## src/rtl/acc3_pkg.sv

```systemverilog
// Shared opcode values and FSM state type for the acc3 instruction core.
package acc3_pkg;

    localparam logic [2:0] OP_HLT = 3'b000;
    localparam logic [2:0] OP_TCF = 3'b001;
    localparam logic [2:0] OP_CA  = 3'b011;
    localparam logic [2:0] OP_TS  = 3'b101;
    localparam logic [2:0] OP_AD  = 3'b110;

    typedef enum logic [2:0] {
        ST_WAIT,
        ST_FETCH,
        ST_READ_OP,
        ST_EXEC0,
        ST_EXEC1,
        ST_HALT
    } state_t;

endpackage

```

## src/rtl/acc3_if.sv

```systemverilog
// Single synchronous memory port: read data is valid the cycle after mem_cs.
interface acc3_if #(
    parameter int AW = 12,
    parameter int DW = 16
);
    logic [AW-1:0] mem_addr;
    logic          mem_cs;
    logic [DW-1:0] mem_rdata;
    logic          mem_we;
    logic [DW-1:0] mem_wdata;

    modport master (
        output mem_addr,
        output mem_cs,
        output mem_we,
        output mem_wdata,
        input  mem_rdata
    );

    modport slave (
        input  mem_addr,
        input  mem_cs,
        input  mem_we,
        input  mem_wdata,
        output mem_rdata
    );
endinterface

```

## src/rtl/acc3_alu.sv

```systemverilog
// Two's complement adder with signed overflow; carry out is discarded.
module acc3_alu #(
    parameter int W = 15
) (
    input  logic [W-1:0] a,
    input  logic [W-1:0] b,
    output logic [W-1:0] sum,
    output logic         ovf
);

    // Overflow when both operands share a sign and the result does not.
    always_comb begin
        sum = a + b;
        ovf = (a[W-1] == b[W-1]) && (sum[W-1] != a[W-1]);
    end

endmodule

```

## src/rtl/acc3_core.sv

```systemverilog
// acc3 instruction-execution core: fetch, decode and execute HLT/TCF/CA/AD/TS
// against one synchronous memory port, single-step or free-running.
module acc3_core
    import acc3_pkg::*;
#(
    parameter int            AW        = 12,
    parameter int            DW        = 16,
    parameter logic [AW-1:0] BOOT_ADDR = 12'h800,
    parameter logic [DW-2:0] G_INIT    = 15'h2A00
) (
    input  logic          clk,
    input  logic          rst,
    input  logic          step,
    input  logic          run,
    acc3_if.master        mem,
    output logic [AW-1:0] S,
    output logic [DW-2:0] G,
    output logic [DW-2:0] A,
    output logic          ovf,
    output logic          halted,
    output logic          busy
);

    state_t        state;
    state_t        state_nxt;
    logic [2:0]    opcode;
    logic [AW-1:0] op_addr;
    logic [AW-1:0] acc_addr;
    logic          cs_raw;
    logic          we_raw;
    logic [DW-2:0] rdata;
    logic          unused_rdata_msb;
    logic [DW-2:0] alu_sum;
    logic          alu_ovf;

    assign opcode           = G[DW-2:DW-4];
    assign op_addr          = G[AW-1:0];
    assign rdata            = mem.mem_rdata[DW-2:0];
    assign unused_rdata_msb = mem.mem_rdata[DW-1];

    acc3_alu #(.W(DW-1)) u_alu (
        .a   (A),
        .b   (rdata),
        .sum (alu_sum),
        .ovf (alu_ovf)
    );

    // Next-state decode and memory strobes; the address idles on S.
    always_comb begin
        state_nxt = state;
        acc_addr  = S;
        cs_raw    = 1'b0;
        we_raw    = 1'b0;
        case (state)
            ST_WAIT: begin
                if (step || run)
                    state_nxt = ST_FETCH;
            end
            ST_FETCH: begin
                cs_raw    = 1'b1;
                state_nxt = ST_READ_OP;
            end
            ST_READ_OP: begin
                state_nxt = ST_EXEC0;
            end
            ST_EXEC0: begin
                case (opcode)
                    OP_HLT: state_nxt = ST_HALT;
                    OP_CA, OP_AD: begin
                        acc_addr  = op_addr;
                        cs_raw    = 1'b1;
                        state_nxt = ST_EXEC1;
                    end
                    OP_TS: begin
                        acc_addr  = op_addr;
                        we_raw    = 1'b1;
                        state_nxt = run ? ST_FETCH : ST_WAIT;
                    end
                    default: state_nxt = run ? ST_FETCH : ST_WAIT;
                endcase
            end
            ST_EXEC1: begin
                state_nxt = run ? ST_FETCH : ST_WAIT;
            end
            ST_HALT: begin
                state_nxt = ST_HALT;
            end
            default: state_nxt = ST_WAIT;
        endcase
    end

    // Strobes are suppressed while reset is sampled so an aborted op never writes.
    assign mem.mem_addr  = acc_addr;
    assign mem.mem_cs    = cs_raw & ~rst;
    assign mem.mem_we    = we_raw & ~rst;
    assign mem.mem_wdata = {1'b0, A};

    assign halted = (state == ST_HALT);
    assign busy   = (state != ST_WAIT) && (state != ST_HALT);

    // State register plus architectural register updates per state.
    always_ff @(posedge clk) begin
        if (rst) begin
            state <= ST_WAIT;
            S     <= BOOT_ADDR;
            G     <= G_INIT;
            A     <= '0;
            ovf   <= 1'b0;
        end else begin
            state <= state_nxt;
            case (state)
                ST_READ_OP: begin
                    G <= rdata;
                    S <= S + 1'b1;
                end
                ST_EXEC0: begin
                    if (opcode == OP_TCF)
                        S <= op_addr;
                end
                ST_EXEC1: begin
                    if (opcode == OP_CA) begin
                        A <= rdata;
                    end else if (opcode == OP_AD) begin
                        A   <= alu_sum;
                        ovf <= alu_ovf;
                    end
                end
                default: ;
            endcase
        end
    end

endmodule

```

## src/flat_wrapper.sv

```systemverilog
// flat-port wrapper written by rule: the top's interface ports become plain ports
module acc3_core_flat import acc3_pkg::*;
#(
    parameter int            AW        = 12,
    parameter int            DW        = 16,
    parameter logic [AW-1:0] BOOT_ADDR = 12'h800,
    parameter logic [DW-2:0] G_INIT    = 15'h2A00
)
  (clk, rst, step, run, S, G, A, ovf, halted, busy, mem_mem_addr, mem_mem_cs, mem_mem_we, mem_mem_wdata, mem_mem_rdata);
  acc3_if #(.AW(AW), .DW(DW)) mem_i ();
  input  logic clk;
  input  logic rst;
  input  logic step;
  input  logic run;
  output logic [AW-1:0] S;
  output logic [DW-2:0] G;
  output logic [DW-2:0] A;
  output logic ovf;
  output logic halted;
  output logic busy;
  output wire logic [$bits(mem_i.mem_addr)-1:0] mem_mem_addr;
  output wire logic [$bits(mem_i.mem_cs)-1:0] mem_mem_cs;
  output wire logic [$bits(mem_i.mem_we)-1:0] mem_mem_we;
  output wire logic [$bits(mem_i.mem_wdata)-1:0] mem_mem_wdata;
  input wire logic [$bits(mem_i.mem_rdata)-1:0] mem_mem_rdata;
  assign mem_mem_addr = mem_i.mem_addr;
  assign mem_mem_cs = mem_i.mem_cs;
  assign mem_mem_we = mem_i.mem_we;
  assign mem_mem_wdata = mem_i.mem_wdata;
  assign mem_i.mem_rdata = mem_mem_rdata;
  acc3_core #(.AW(AW), .DW(DW), .BOOT_ADDR(BOOT_ADDR), .G_INIT(G_INIT)) u_core (.clk(clk), .rst(rst), .step(step), .run(run), .mem(mem_i), .S(S), .G(G), .A(A), .ovf(ovf), .halted(halted), .busy(busy));
endmodule
```

## config.mk

```make
export PLATFORM = sky130hd
export DESIGN_NAME = acc3_core_flat
export DESIGN_NICKNAME = d
export VERILOG_FILES = /design/src/rtl/acc3_pkg.sv /design/src/rtl/acc3_if.sv /design/src/rtl/acc3_alu.sv /design/src/rtl/acc3_core.sv /design/src/flat_wrapper.sv
export SDC_FILE = /design/constraint.sdc
export NUM_CORES = 1
export LEC_CHECK = 0
export BUFFER_PORTS_ARGS = -buffer_cell sky130_fd_sc_hd__buf_2
export CAP_MARGIN = 20
export CORE_ASPECT_RATIO = 1.5
export CORE_MARGIN = 2
export CORE_UTILIZATION = 48
export CTS_CLUSTER_SIZE = 28
export DETAILED_ROUTE_END_ITERATION = 8
export HOLD_SLACK_MARGIN = 0.03
export MAX_ROUTING_LAYER = met4
export PLACE_DENSITY = 0.75
export SYNTH_ARGS = -nofsm -noshare
export SYNTH_HDL_FRONTEND = slang
export SYNTH_SLANG_ARGS = --single-unit
```

## constraint.sdc

```tcl
create_clock -name clk -period 3 [get_ports clk]
set_clock_uncertainty 0.05 [all_clocks]
set_input_delay 0.15 -clock clk [delete_from_list [all_inputs] [get_ports clk]]
set_output_delay 0.15 -clock clk [all_outputs]
set_load 0.01 [all_outputs]
```

==> results.json <==
{
  "status": "completed",
  "syn_area_per_cell_um2": 7.53,
  "p_per_area_nw_per_um2": 382,
  "start_util_pct": 49.7,
  "cp.required_ns": 3.18,
  "p_switching_mw": 0.457,
  "rsz0062_at_grt": "no",
  "p_total_mw": 1.39,
  "layout.cells.non_filler": 568,
  "yosys.cell_types.count": 59,
  "switching_share_pct": 32.8,
  "max-vdd-ir-drop_v": 0.000182,
  "synthesis.area_um2": 3220,
  "slew_viol_final": 0,
  "p_leak_nw": 1.70,
  "htreeDepth": 2,
  "rrSetupSlack_ns": 0.60,
  "via_count": 3283,
  "synth-seq-area-share_pct": 28.6,
  "row_count": 36,
  "worstSkewPairLatency_ns": 0.30,
  "via_per_inst": 5.78,
  "crit_path_start_kind": "register",
  "grt_max_degree": 40,
  "synth_edf_count": 0,
  "ctsHoldBuffers": 0,
  "synthMuxAreaShare_pct": 4.11,
  "gr-total-overflow": 0,
  "io_buffers": 92,
  "combPwrFrac_pct": 23.3,
  "antenna_found_initial": 0,
  "worstMarginPinSlew_ns": 0.585,
  "whs_ns": 0.0654,
  "postCtsSetupRepairBufs": 0,
  "yosysWarnings": 0,
  "finalWorstSetupSlack_ns": 0.603,
  "ioPinCount": 95,
  "dieHeight_um": 104,
  "end_kind": "register",
  "setup_viol": 0,
  "wl_per_cell_um": 14.9,
  "numCtsBuffers": 5,
  "final_util_pct": 56.3,
  "fillers": 645,
  "syn-num-nets": 464,
  "globalplace.congestion": 0.928,
  "hold_viol_final": 0,
  "synth_xor_area_share_pct": 2.45,
  "syn_inst": 428,
  "diodes": 0,
  "yosys_register_bits": 46,
  "grt_pass1_vias": 2925,
  "routed_wl_um": 8460,
  "drv_cap": 0,
  "dieWidth_um": 70.9,
  "critical_path_class": "register to register",
  "areaGrowthSynthToFinish_pct": 13.2,
  "pwr-share-clk_pct": 26.5,
  "fin_crit_sh_pct": 79.9,
  "synth-main-ff-cell": "dfxtp_1",
  "cp.arrival_ns": 2.58,
  "async_flop_share_pct": 0,
  "drtPass1Iterations": 5,
  "finalCriticalPeriod_ns": 2.40,
  "cts-resized-gates": 0,
  "drtAntennaViolNets": 0,
  "p_int_mw": 0.935,
  "drive_gt1_share_pct": 25.0,
  "synth-simple-area-share_pct": 24.8,
  "synth-adder-area-share_pct": 6.44,
  "grt_pass1_wl_um": 13700,
  "grt.total_usage_pct": 23.1,
  "cts_tree": "done",
  "relSlewSlack_pct": 60.9,
  "crit_fanout": 4,
  "final_net_count": 528,
  "synth_top_family_by_area": "simple AND/OR/NAND/NOR gates",
  "clockBufferDepth": 2,
  "root_buffer": "clkbuf_8",
  "pwr-share-seq_pct": 50.2,
  "dpl.hpwl_um": 6290,
  "clk_pin_slew_worst_paths_ns": 0.08,
  "drt_drc_violations_left": 0,
  "drtIter0Drc": 228,
  "setup_tns_ns": 0,
  "core_um2": 6490,
  "place_ws_ns": 0.639,
  "max_freq_mhz": 417,
  "postLayoutCellArea_um2": 3650,
  "place_inst": 561,
  "synth_compound_area_share_pct": 24.0,
  "postPlaceCellArea_um2": 3570,
  "dieArea_um2": 7400,
  "clock_sinks": 46,
  "worstHoldPathType": "input port to register"
}
worst paths after layout:
| check | from | cells past startpoint | to |
|---|---|---|---|
| max reg2reg | u_core.A[0] | 9 | u_core.A[12] |
| max | u_core.A[0] | 9 | u_core.A[12] |
| min | mem_mem_rdata[0] | 3 | u_core.G[0] |
| min reg2reg | u_core.G[1] | 2 | u_core.G[1] |
final cells by class:
cell class,count,area (um^2),share of cell area [%]
Inverter,13,48.8,1.34
Tap cell,76,95.1,2.61
Clock buffer,7,76.3,2.09
Timing Repair Buffer,99,513,14.1
Multi-Input combinational cell,327,1990,54.7
Sequential cell,46,921,25.2
flip-flops by register name, summed over array words and instances, names as in the netlist:
name and cells:
u_core.S 12, u_core.ovf 1, u_core.state 3, u_core.G 15, u_core.A 15
critical path, cell delays in order, from the launching register on:
cell,delay (ns)
dfxtp_1,0.38
ha_1,0.19
inv_1,0.06
fa_1,0.38
nand2b_1,0.19
a21o_1,0.20
a211oi_1,0.33
o211ai_1,0.19
and3_1,0.20
nor3_1,0.15
cell families (layout without fill, tap and decap cells):
logic type,count (synthesis),count (layout)
buffers and inverters,55,119
muxes,12,12
other,1,1
AOI/OAI and AO/OA,125,125
DFF,46,46
xor gates and xnor gates,9,9
adders and majority gates,16,16
and+or+nand+nor,164,164
power by group through the flow:
stage / Sequential [mW] / Clock, mW / Combinational (mW)
finish: 0.698 / 0.369 / 0.325
global route: 0.706 / 0.403 / 0.363
CTS: 0.697 / 0.378 / 0.326
global placement: 0.711 / 0 / 0.319
detailed placement: 0.712 / 0 / 0.325
floorplan: 0.700 / 0 / 0.232
placed cells by master, fill, tap and decap left out, types with 8 or more instances in the layout:
cell type,synthesis,routed
a21o_1,8,8
dfxtp_1,46,46
buf_2,9,92
nor3_1,11,11
nor2_1,30,30
a21oi_1,48,48
mux2_2,10,10
and3_1,8,8
nand2_1,63,63
nand3_1,11,11
inv_1,13,13
o21ai_0,28,28
ha_1,15,15
synthesized netlist by cell type, types with 3 or more instances:
master | number | share of area (%)
nor4b_1 | 4 | 1.1
and3_1 | 8 | 1.6
nand3_1 | 11 | 1.7
dfxtp_1 | 46 | 29
xor2_1 | 4 | 1.1
inv_1 | 13 | 1.5
buf_2 | 9 | 1.4
a21oi_1 | 48 | 7.5
nand4_1 | 3 | 0.58
xnor2_1 | 5 | 1.4
nor2_1 | 30 | 3.5
or4_1 | 3 | 0.70
nand2_1 | 63 | 7.3
mux2_2 | 10 | 3.5
nor3_1 | 11 | 1.7
buf_4 | 20 | 4.7
nand2b_1 | 6 | 1.2
a31oi_1 | 5 | 0.97
and2_1 | 6 | 1.2
or3_1 | 5 | 0.97
a21o_1 | 8 | 1.9
and4_1 | 3 | 0.82
a211oi_1 | 7 | 1.6
a311oi_1 | 5 | 1.4
o21ai_0 | 28 | 4.3
o211ai_1 | 5 | 1.2
clkbuf_1 | 9 | 1.0
ha_1 | 15 | 5.8
layer usage:
layer	vias up	GRT usage [%]	part of all wire (%)
li1	1646	-	-
met1	1515	27.1	40
met2	103	38.5	52
met3	19	3.39	5.2
met4	0	10.2	2.5
met5	-	-	0
Note: power is estimated with default switching activity, not from simulation.
